File: config.mk
export PLATFORM = sky130hd
export DESIGN_NAME = carry_lookahead_adder_sync
export DESIGN_NICKNAME = d
export VERILOG_FILES = /design/src/rtl/carry_lookahead_adder_sync_pkg.sv /design/src/rtl/carry_lookahead_adder_sync_cla_block.sv /design/src/rtl/carry_lookahead_adder_sync.sv
export SDC_FILE = /design/constraint.sdc
export NUM_CORES = 1
export LEC_CHECK = 0
export CORE_MARGIN = 4
export CORE_UTILIZATION = 44
export CTS_CLUSTER_SIZE = 28
export DETAILED_ROUTE_END_ITERATION = 16
export GPL_TIMING_DRIVEN = 0
export PLACE_DENSITY = 0.79
export SYNTH_ARGS = -nofsm -noshare
export SYNTH_HDL_FRONTEND = slang
export SYNTH_HIERARCHICAL = 1
export SYNTH_SLANG_ARGS = --single-unit
File: constraint.sdc
create_clock -name clk -period 4 [get_ports clk]
set_input_delay 1 -clock clk [delete_from_list [all_inputs] [get_ports clk]]
set_output_delay 1 -clock clk [all_outputs]
set_load 0.01 [all_outputs]
File: src/rtl/carry_lookahead_adder_sync_pkg.sv
// Shared defaults for the carry-lookahead adder and its lookahead group.
// Latency: n/a (package only).
// Backpressure: n/a (package only).
package carry_lookahead_adder_sync_pkg;

  // Default operand width and lookahead group size.
  localparam int DEFAULT_DATA_WIDTH = 16;
  localparam int DEFAULT_BLOCK_SIZE = 1;

endpackage : carry_lookahead_adder_sync_pkg

File: src/rtl/carry_lookahead_adder_sync_cla_block.sv
// One carry-lookahead group: internal bit carries plus group generate/propagate.
// Latency: purely combinational, zero cycles.
// Backpressure: none; output follows inputs continuously.
//
// Ports:
//   g, p      per-bit generate / propagate of this group
//   cin       carry into the group's lowest bit
//   carry     carry into each bit of the group (carry[0] == cin)
//   grp_gen   group generate (carry out of the group assuming cin = 0)
//   grp_prop  group propagate (every bit propagates)
module cla_block
  import carry_lookahead_adder_sync_pkg::*;
#(
  parameter int BLOCK_SIZE = DEFAULT_BLOCK_SIZE
) (
  input  logic [BLOCK_SIZE-1:0] g,
  input  logic [BLOCK_SIZE-1:0] p,
  input  logic                  cin,
  output logic [BLOCK_SIZE-1:0] carry,
  output logic                  grp_gen,
  output logic                  grp_prop
);

  // Carry into bit n, written as a flat sum of products:
  //   cin & p[0..n-1]  |  OR over m<n of ( g[m] & p[m+1..n-1] )
  // Every term depends only on g/p/cin, so there is no carry ripple
  // between bits of the group.
  function automatic logic lookahead(input logic [BLOCK_SIZE-1:0] gv,
                                     input logic [BLOCK_SIZE-1:0] pv,
                                     input logic                  ci,
                                     input int                    n);
    logic acc;
    logic term;
    acc = ci;
    for (int i = 0; i < n; i++) begin
      acc = acc & pv[i];
    end
    for (int m = 0; m < n; m++) begin
      term = gv[m];
      for (int i = m + 1; i < n; i++) begin
        term = term & pv[i];
      end
      acc = acc | term;
    end
    return acc;
  endfunction

  always_comb begin
    carry = '0;
    for (int j = 0; j < BLOCK_SIZE; j++) begin
      carry[j] = lookahead(g, p, cin, j);
    end
    // Group generate is the carry out of the top bit with a zero carry-in.
    grp_gen  = lookahead(g, p, 1'b0, BLOCK_SIZE);
    grp_prop = &p;
  end

endmodule : cla_block

File: src/rtl/carry_lookahead_adder_sync.sv
// Registered two's-complement adder S = A + B + Cin with carry (CF) and overflow (OF) flags.
// Latency: 1 cycle, inputs before edge N are visible on S/CF/OF after edge N.
// Backpressure: none; no enable or handshake, the register loads every cycle.
//
// Ports:
//   clk   rising-edge clock
//   rst   synchronous active-high reset, clears S/CF/OF
//   A, B  operands (unsigned or two's complement)
//   Cin   carry into bit 0
//   S     registered sum modulo 2^DATA_WIDTH
//   CF    registered carry out of the MSB
//   OF    registered signed overflow
module carry_lookahead_adder_sync
  import carry_lookahead_adder_sync_pkg::*;
#(
  parameter int DATA_WIDTH = DEFAULT_DATA_WIDTH,
  parameter int BLOCK_SIZE = DEFAULT_BLOCK_SIZE
) (
  input  logic                  clk,
  input  logic                  rst,
  input  logic [DATA_WIDTH-1:0] A,
  input  logic [DATA_WIDTH-1:0] B,
  input  logic                  Cin,
  output logic [DATA_WIDTH-1:0] S,
  output logic                  CF,
  output logic                  OF
);

  localparam int NUM_GROUPS = DATA_WIDTH / BLOCK_SIZE;

  if (DATA_WIDTH < 2) begin : g_bad_width
    $error("carry_lookahead_adder_sync: DATA_WIDTH must be at least 2");
  end
  if ((DATA_WIDTH % BLOCK_SIZE) != 0) begin : g_bad_block
    $error("carry_lookahead_adder_sync: DATA_WIDTH must be a multiple of BLOCK_SIZE");
  end

  logic [DATA_WIDTH-1:0] bit_gen;
  logic [DATA_WIDTH-1:0] bit_prop;
  logic [DATA_WIDTH-1:0] bit_carry;   // carry into each bit
  logic [NUM_GROUPS:0]   grp_carry;   // carry into each group; top entry is the MSB carry-out
  logic [NUM_GROUPS-1:0] grp_gen;
  logic [NUM_GROUPS-1:0] grp_prop;

  logic [DATA_WIDTH-1:0] sum_d;
  logic                  cf_d;
  logic                  of_d;

  assign bit_gen      = A & B;
  assign bit_prop     = A ^ B;
  assign grp_carry[0] = Cin;

  for (genvar k = 0; k < NUM_GROUPS; k++) begin : g_group
    cla_block #(
      .BLOCK_SIZE (BLOCK_SIZE)
    ) u_cla_block (
      .g        (bit_gen[k*BLOCK_SIZE +: BLOCK_SIZE]),
      .p        (bit_prop[k*BLOCK_SIZE +: BLOCK_SIZE]),
      .cin      (grp_carry[k]),
      .carry    (bit_carry[k*BLOCK_SIZE +: BLOCK_SIZE]),
      .grp_gen  (grp_gen[k]),
      .grp_prop (grp_prop[k])
    );

    assign grp_carry[k+1] = grp_gen[k] | (grp_prop[k] & grp_carry[k]);
  end

  assign sum_d = bit_prop ^ bit_carry;
  assign cf_d  = grp_carry[NUM_GROUPS];
  // Overflow: carry into the sign bit disagrees with carry out of it.
  assign of_d  = grp_carry[NUM_GROUPS] ^ bit_carry[DATA_WIDTH-1];

  always_ff @(posedge clk) begin
    if (rst) begin
      S  <= '0;
      CF <= 1'b0;
      OF <= 1'b0;
    end else begin
      S  <= sum_d;
      CF <= cf_d;
      OF <= of_d;
    end
  end

endmodule : carry_lookahead_adder_sync

**Word-level counts from Yosys, hierarchy flattened**

Index checks and enable logic that the tools add are counted.

- Register bits: 18

- Bitwise gates (word level): 36

Operators by type and width:

| cell | count |
|---|---|
| bitwise XOR 16 bit | 2 |
| bitwise AND 1 bit | 16 |
| bitwise AND 16 bit | 1 |
| bitwise OR 1 bit | 16 |
| bitwise XOR 1 bit | 1 |

**Longest topological paths before layout**

Gate-level depths: netlist of run 1.

- Word-level depth: 34
- Mapped depth: 11
- Mapped depth without buffers: 9

**Modules after synthesis**

Netlist of run 1, hierarchy kept.

Modules (own cells, without submodules):

| module | instances | cells an instance | area an instance (µm²) | sequential area each (µm²) |
|---|---|---|---|---|
| carry_lookahead_adder_sync | 1 | 117 | 1,077.3 | 360.3 |
| cla_block | 16 | 3 | 22.5 | 0.0 |

**Worst setup path before layout of run 1**

OpenSTA, ideal clock, no wires.

- Path kind: input -> register
- Start: in A[0]
- End: reg OF
- Setup time: 123 ps
- Arrival time: 3,018 ps
- Data required time: 3,877 ps
- Setup slack: 859 ps
- Cell stages on the path: 11
- Path buffers: 2
- Path through: ha_1 -> buf_4 -> a21o_1 -> a21o_1 -> a311oi_2 -> o21ai_1 -> nor3_2 -> o31ai_1 -> buf_4 -> nor2b_1 -> mux2_1

- Word-level cells in the longest chain between the ends: 34

RTL lines:

| what | RTL line | RTL |
|---|---|---|
| from (decl) | carry_lookahead_adder_sync.sv:21 | `input logic [DATA_WIDTH-1:0] A,` |
| bitwise XOR 16 bit (*) | carry_lookahead_adder_sync.sv:50 | `assign bit_prop = A ^ B;` |
| net grp_prop[0] | carry_lookahead_adder_sync.sv:43 | `logic [NUM_GROUPS-1:0] grp_prop;` |
| bitwise AND 1 bit (*) | carry_lookahead_adder_sync.sv:65 | `assign grp_carry[k+1] = grp_gen[k] \| (grp_prop[k] & grp_carry[k]);` |
| bitwise OR 1 bit (*) | carry_lookahead_adder_sync.sv:65 |  |
| net grp_carry[1] | carry_lookahead_adder_sync.sv:41 | `logic [NUM_GROUPS:0] grp_carry;` |
| bitwise AND 1 bit (*) | carry_lookahead_adder_sync.sv:65 |  |
| bitwise OR 1 bit (*) | carry_lookahead_adder_sync.sv:65 |  |
| net grp_carry[2] | carry_lookahead_adder_sync.sv:41 |  |
| (+18 left out) | - |  |
| net grp_carry[11] | carry_lookahead_adder_sync.sv:41 |  |
| (+4 left out) | - |  |
| bitwise AND 1 bit (*) | carry_lookahead_adder_sync.sv:65 |  |
| bitwise OR 1 bit (*) | carry_lookahead_adder_sync.sv:65 |  |
| bitwise AND 1 bit (*) | carry_lookahead_adder_sync.sv:65 |  |
| bitwise OR 1 bit (*) | carry_lookahead_adder_sync.sv:65 |  |
| net grp_carry[15] | carry_lookahead_adder_sync.sv:41 |  |
| bitwise AND 1 bit | carry_lookahead_adder_sync.sv:65 |  |
| bitwise OR 1 bit | carry_lookahead_adder_sync.sv:65 |  |
| bitwise XOR 1 bit (*) | carry_lookahead_adder_sync.sv:71 | `assign of_d = grp_carry[NUM_GROUPS] ^ bit_carry[DATA_WIDTH-1];` |
| to (signal assigned) | carry_lookahead_adder_sync.sv:77 | `OF <= 1'b0;` |
| to (signal assigned) | carry_lookahead_adder_sync.sv:81 | `OF <= of_d;` |
| to (decl) | carry_lookahead_adder_sync.sv:26 | `output logic OF` |

Mark *: on every way through the listed nets, which the timed path passes. The rest lies on a longest branch.
A chain may end at the register's enable or synchronous reset.

**Worst setup path in the final report of run 1**

- Start: in A[0]
- End: reg OF

- Word-level cells in the longest chain between the ends: 34

RTL lines:

| what | RTL line | RTL |
|---|---|---|
| bitwise XOR 16 bit (*) | carry_lookahead_adder_sync.sv:50 |  |
| net bit_prop[0] | carry_lookahead_adder_sync.sv:39 | `logic [DATA_WIDTH-1:0] bit_prop;` |
| bitwise AND 1 bit (*) | carry_lookahead_adder_sync.sv:65 |  |
| bitwise OR 1 bit (*) | carry_lookahead_adder_sync.sv:65 |  |
| net grp_carry[1] | carry_lookahead_adder_sync.sv:41 |  |
| bitwise AND 1 bit (*) | carry_lookahead_adder_sync.sv:65 |  |
| bitwise OR 1 bit (*) | carry_lookahead_adder_sync.sv:65 |  |
| net grp_carry[2] | carry_lookahead_adder_sync.sv:41 |  |
| (+18 left out) | - |  |
| net grp_carry[11] | carry_lookahead_adder_sync.sv:41 |  |
| (+4 left out) | - |  |
| bitwise AND 1 bit (*) | carry_lookahead_adder_sync.sv:65 |  |
| bitwise OR 1 bit (*) | carry_lookahead_adder_sync.sv:65 |  |
| bitwise AND 1 bit (*) | carry_lookahead_adder_sync.sv:65 |  |
| bitwise OR 1 bit (*) | carry_lookahead_adder_sync.sv:65 |  |
| net grp_carry[15] | carry_lookahead_adder_sync.sv:41 |  |
| bitwise AND 1 bit | carry_lookahead_adder_sync.sv:65 |  |
| bitwise OR 1 bit | carry_lookahead_adder_sync.sv:65 |  |
| bitwise XOR 1 bit (*) | carry_lookahead_adder_sync.sv:71 |  |

Marks and branches as above.

==> results of run 1 <==
## layout make-up
class                           count  area [um^2]  share of cell area (%)
Tap cell                           44        55.05                   2.699
Multi-Input combinational cell     95        701.9                   34.42
Sequential cell                    18        360.3                   17.67
Clock buffer                        4        36.28                   1.779
Timing Repair Buffer               51        510.5                   25.03
Inverter                            2        7.507                  0.3681
Buffer                             50        367.9                   18.04
## state kept, by name, indices dropped and copies added (netlist names)
name,flops
CF,1
OF,1
S,16
## per-stage QoR
| step | hold slack, ns | area, um^2 |
|---|---|---|
| final | 1.077 | 2039 |
| after global routing | 1.114 | 2039 |
| after CTS | 1.077 | 2039 |
| after detailed placement | 1.393 | 2003 |
| after global placement | 1.388 | 2003 |
| after floorplan | 1.228 | 1438 |
## worst max path at each step
stage,cells past startpoint,start,end
2_1_floorplan,11,A[0],OF
3_3_place_gp,12,A[0],OF
3_5_place_dp,12,A[0],OF
4_1_cts,12,A[0],OF
5_1_grt,12,A[0],OF
6_report,12,A[0],OF
## power breakdown
group	internal [mW]	switching, mW	leakage (nW)	total (mW)
logic	0.175	0.101	0.786	0.276
registers	0.204	0.00598	0.150	0.210
clock network	0.0554	0.0590	0.0210	0.114
total	0.434	0.166	0.957	0.600
## per-layer routing
layer  track usage (%)  wire (um)
met2             25.54       1385
met3             2.393        145
met5                 0          0
met1             15.70       1165
met4             4.663         40
## cell usage after synthesis
| library cell | n | area share (%) |
|---|---|---|
| o21a_1 | 2 | 1.0 |
| a211oi_1 | 1 | 0.52 |
| inv_1 | 2 | 0.52 |
| o31ai_1 | 1 | 0.52 |
| nor2b_1 | 1 | 0.44 |
| nand3b_1 | 1 | 0.52 |
| nor3_2 | 1 | 0.70 |
| a21o_1 | 10 | 5.2 |
| o21bai_1 | 2 | 1.0 |
| a21oi_1 | 4 | 1.4 |
| buf_1 | 1 | 0.26 |
| o21ai_2 | 1 | 0.61 |
| o21ai_1 | 3 | 1.0 |
| nand2_1 | 5 | 1.3 |
| buf_4 | 48 | 25 |
| nor2_1 | 22 | 5.7 |
| clkbuf_1 | 1 | 0.26 |
| a311oi_2 | 1 | 1.0 |
| o21ai_0 | 1 | 0.35 |
| a31o_1 | 1 | 0.61 |
| nand3_1 | 1 | 0.35 |
| dfxtp_1 | 18 | 25 |
| o2111ai_1 | 1 | 0.61 |
| a31oi_1 | 1 | 0.44 |
| xnor2_1 | 16 | 9.7 |
| ha_1 | 16 | 14 |
| mux2_1 | 1 | 0.78 |
| nand4_1 | 1 | 0.44 |
| nand2b_1 | 1 | 0.44 |
## cells by family (layout without fill, tap and decap cells)
| family | count (synthesis) | in the layout | share of synthesized area, % |
|---|---|---|---|
| multiplexers | 1 | 1 | 0.7832 |
| adder cells (fa/ha/maj) | 16 | 16 | 13.93 |
| XOR/XNOR | 16 | 16 | 9.747 |
| AO/OA/AOI/OAI | 29 | 29 | 14.45 |
| AND/OR/NAND/NOR | 33 | 33 | 9.923 |
| flip-flops | 18 | 18 | 25.07 |
| buffers and inverters | 52 | 107 | 26.11 |
==> reports/qor.csv, run 1 <==
metric;value;unit
setup_bufs_post_cts;0;
yosys_warnings;6;
ys_seq_area_share;25.07;%
final_common_cell;clkdlybuf4s50_1;
first_global_vias;1171;
end_point_of_the_most_critical_hold_path;S[13];
num-nets-final;272;
fmax;0.2883;GHz
final_cells;264;
timing.critical_path.max_delay_family;compound AO/OA/AOI/OAI gates;
grtUsageTotal;13.76;%
antenna-diode-count;0;
worst-endpoint-required;4.19;ns
area.growth.synth_to_final;41.86;%
min_delay_path_depth;2;
cts_inserted_buffers;3;
drt_drc_violations_left;0;
placement_rows;20;
grt_pass1_wl;4.692;mm
criticalPathCategory;input pin to register;
postCtsResizedCells;0;
start_util;46.71;%
drtIter0Drc;42;
worstHoldStart;rst;
final.setup.worst_slack;0.5318;ns
tns;0;ns
firstDrtPassIters;4;
hold_viol_final;0;
timing.critical_path.to_type;register;
die_area;4246;um^2
largest_net_degree_at_the_start_of_global_routing;11;
crit_path_max_fanout;5;
cts_root_buf;clkbuf_4;
clock-sinks;18;
timing_worst_slew_pin_value;0.4622;ns
crit_path_cell_trace;clkdlybuf4s50_1 > ha_1 > buf_4 > a21o_1 > a21o_1 > a311oi_2 > o21ai_1 > nor3_2 > o31ai_1 > buf_4 > nor2b_1 > mux2_1;
outcome;completed;
via_per_inst;4.417;
syn-instance-count;165;
place_inst;260;
clockBufferDepth;2;
ys_types;29;
coreArea;3078;um^2
timing.critical_path.arrival;3.66;ns
timing.critical_path.buf_inv;3;
nFillCells;274;
post_drt_wl_per_cell;10.37;um
place_worst_setup_slack;0.2209;ns
post-layout-total-power;0.5999;mW
postSynthAreaPerCell;8.713;um^2
relSlewSlack;69.19;%
cts_htree_levels;1;
final_core_utilization;66.26;%
min_delay_worst_type;input pin to register;
timing.final.setup_violations;0;
vdd_drop_max;140.6;uV
wire_length_reported_by_the_detailed_router;2.737;mm
share_of_final_layout_standard_cells_stronger_than_drive_strength_1;25.00;%
postCtsHoldBufs;0;
gp_congestion;0.8149;
hpwl_after_detailed_placement;2.371;mm
rsz_0062_raised_after_global_routing;false;
initial_antenna_violation_count;0;
cellPowerDensity;294.1;nW/um^2
mapped_nets;216;
maxCapViolCount;0;
buffer_ports.inserted;51;
die_x;65.16;um
via_count;1166;
slowest_delay;0.41;ns
tritoncts_clock_tree;done;
io-pin-count;53;
antenna_violating_nets_post_route;0;
timing_max_transition_violations_final;0;
cellLeakagePower;0.9574;nW
critPathSlowestCell;clkdlybuf4s50_1;
worst_setup_hold_path_clk_slew;0.11;ns
most-common-layout-cells;clkdlybuf4s50_1 (51), buf_4 (48), nor2_1 (22), dfxtp_1 (18);
synth_area;1438;um^2
chipHeight;65.16;um
fin_crit_sh;86.70;%
crit_start_category;input pin;
ys_ff_latch;18;
layout_min_cycle_time;3.468;ns
gr-total-overflow;0;
No activity file was read; power rests on OpenSTA's default activity.
==> inputs of run 2 (changes only) <==
--- a/config.mk
+++ b/config.mk
@@ -6,11 +6,11 @@
 export NUM_CORES = 1
 export LEC_CHECK = 0
 export CORE_MARGIN = 4
-export CORE_UTILIZATION = 44
+export CORE_UTILIZATION = 35
 export CTS_CLUSTER_SIZE = 28
 export DETAILED_ROUTE_END_ITERATION = 16
 export GPL_TIMING_DRIVEN = 0
-export PLACE_DENSITY = 0.79
+export PLACE_DENSITY = 0.66
 export SYNTH_ARGS = -nofsm -noshare
 export SYNTH_HDL_FRONTEND = slang
 export SYNTH_HIERARCHICAL = 1
==> run 2 against run 1 <==
Compared with the run above: power is 5.9% higher; cell area up 1.3%; worst hold slack improved by 0.073 ns; largest cell class unchanged; die area is 22% higher; sequential share of layout area fell by 0.22 points; core utilization shrank 15 points; via count down 1.1%.
==> reports/qor.csv, run 2 (same netlist as run 1, synthesis figures left out) <==
metric;value;unit
outcome;completed;
die_x;72.09;um
antenna-diode-count;0;
gr-total-overflow;0;
final.setup.worst_slack;0.5094;ns
post-layout-total-power;0.6353;mW
chipHeight;72.09;um
antenna_violating_nets_post_route;0;
timing_worst_slew_pin_value;0.4754;ns
timing.critical_path.arrival;3.63;ns
num-nets-final;272;
min_delay_worst_type;input pin to register;
worst_setup_hold_path_clk_slew;0.07;ns
maxCapViolCount;0;
cts_htree_levels;1;
cts_root_buf;clkbuf_8;
final.hold.worst_slack;1.149;ns
via_per_inst;4.270;
crit_start_category;input pin;
cts_inserted_buffers;3;
reg_top3;S x16, CF x1, OF x1;
setup_bufs_post_cts;0;
p_sw_share;26.67;%
gp_congestion;0.7720;
fin_crit_sh;87.26;%
area.growth.synth_to_final;43.69;%
timing_max_transition_violations_final;0;
placement_rows;23;
comb_power_share;43.2;%
power_frac_clock;23.8;%
vdd_drop_max;131.9;uV
hpwl_after_detailed_placement;2.272;mm
tritoncts_clock_tree;done;
grt_pass1_wl;4.422;mm
wire_length_reported_by_the_detailed_router;2.646;mm
cellLeakagePower;0.9652;nW
start_util;35.94;%
timing.critical_path.to_type;register;
wl_met1;1.181;mm
die_area;5197;um^2
grtUsageTotal;10.41;%
met2_length;1.263;mm
placed_area;2011;um^2
io-pin-count;53;
sequential_power_share;33.0;%
largest_net_degree_at_the_start_of_global_routing;11;
fmax;0.2865;GHz
coreArea;4000;um^2
drtIter0Drc;35;
relSlewSlack;68.30;%
first_global_vias;1057;
final_common_cell;clkdlybuf4s50_1;
tns;0;ns
rsz_0062_raised_after_global_routing;false;
topRoutingLayerUsed;met4;
largest_reg_flops;16;
timing.final.setup_violations;0;
worst-endpoint-required;4.14;ns
post_drt_wl_per_cell;9.800;um
wire_length_on_met3;177;um
firstDrtPassIters;4;
net-switching-power;0.1694;mW
drt_drc_violations_left;0;
via_count;1153;
cellPowerDensity;307.5;nW/um^2
crit_path_max_fanout;5;
criticalPathCategory;input pin to register;
final_cell_area;2066;um^2
most-common-layout-cells;clkdlybuf4s50_1 (51), buf_4 (48), nor2_1 (22), dfxtp_1 (18);
buffer_ports.inserted;51;
largest_register;S;
initial_antenna_violation_count;0;
clockBufferDepth;2;
intPower;0.4658;mW
postCtsResizedCells;0;
clock-sinks;18;
place_worst_setup_slack;0.2093;ns
layout_min_cycle_time;3.491;ns
share_of_final_layout_standard_cells_stronger_than_drive_strength_1;25.00;%
postCtsHoldBufs;0;
hold_viol_final;0;
-- run 2: per-stage QoR --
stage                     instances  utilization (%)
final                           270            51.64
after CTS                       270            51.64
after detailed placement        266            50.27
after global placement          266            50.27
after global routing            270            51.64
after floorplan                 165                -
-- run 2: power by group through the flow --
| stage | clock network, mW | logic (mW) | registers (mW) |
|---|---|---|---|
| floorplan | 0 | 0.163 | 0.227 |
| global placement | 0 | 0.276 | 0.213 |
| detailed placement | 0 | 0.278 | 0.214 |
| CTS | 0.158 | 0.279 | 0.210 |
| global route | 0.166 | 0.303 | 0.212 |
| finish | 0.151 | 0.274 | 0.209 |
-- run 2: worst paths after layout --
kind / from / end / slack (ns) / depth (start not counted)
max: A[0] / OF / 0.51 / 12
min: rst / S[13] / 1.15 / 2
-- run 2: critical path, cell delays in order --
cell and delay [ns]:
clkdlybuf4s50_1 0.42, ha_1 0.33, buf_4 0.14, a21o_1 0.17, a21o_1 0.23, a311oi_2 0.32
o21ai_1 0.19, nor3_2 0.17, o31ai_1 0.10, buf_4 0.14, nor2b_1 0.12, mux2_1 0.30
-- run 2: cell type report --
type,instances,area [um^2]
fillers,419,1934
clock buffers,4,55.05
repair buffers,51,510.5
flip-flops and latches,18,360.3
inverters,2,7.507
well taps,50,62.56
plain buffers,50,367.9
multi-input cells,95,701.9
-- run 2: layer usage --
metal / global-route usage (%) / vias up
met5: 0 / -
met4: 3.132 / 0
met3: 1.524 / 2
met2: 18.50 / 32
met1: 12.89 / 505
li1: - / 614
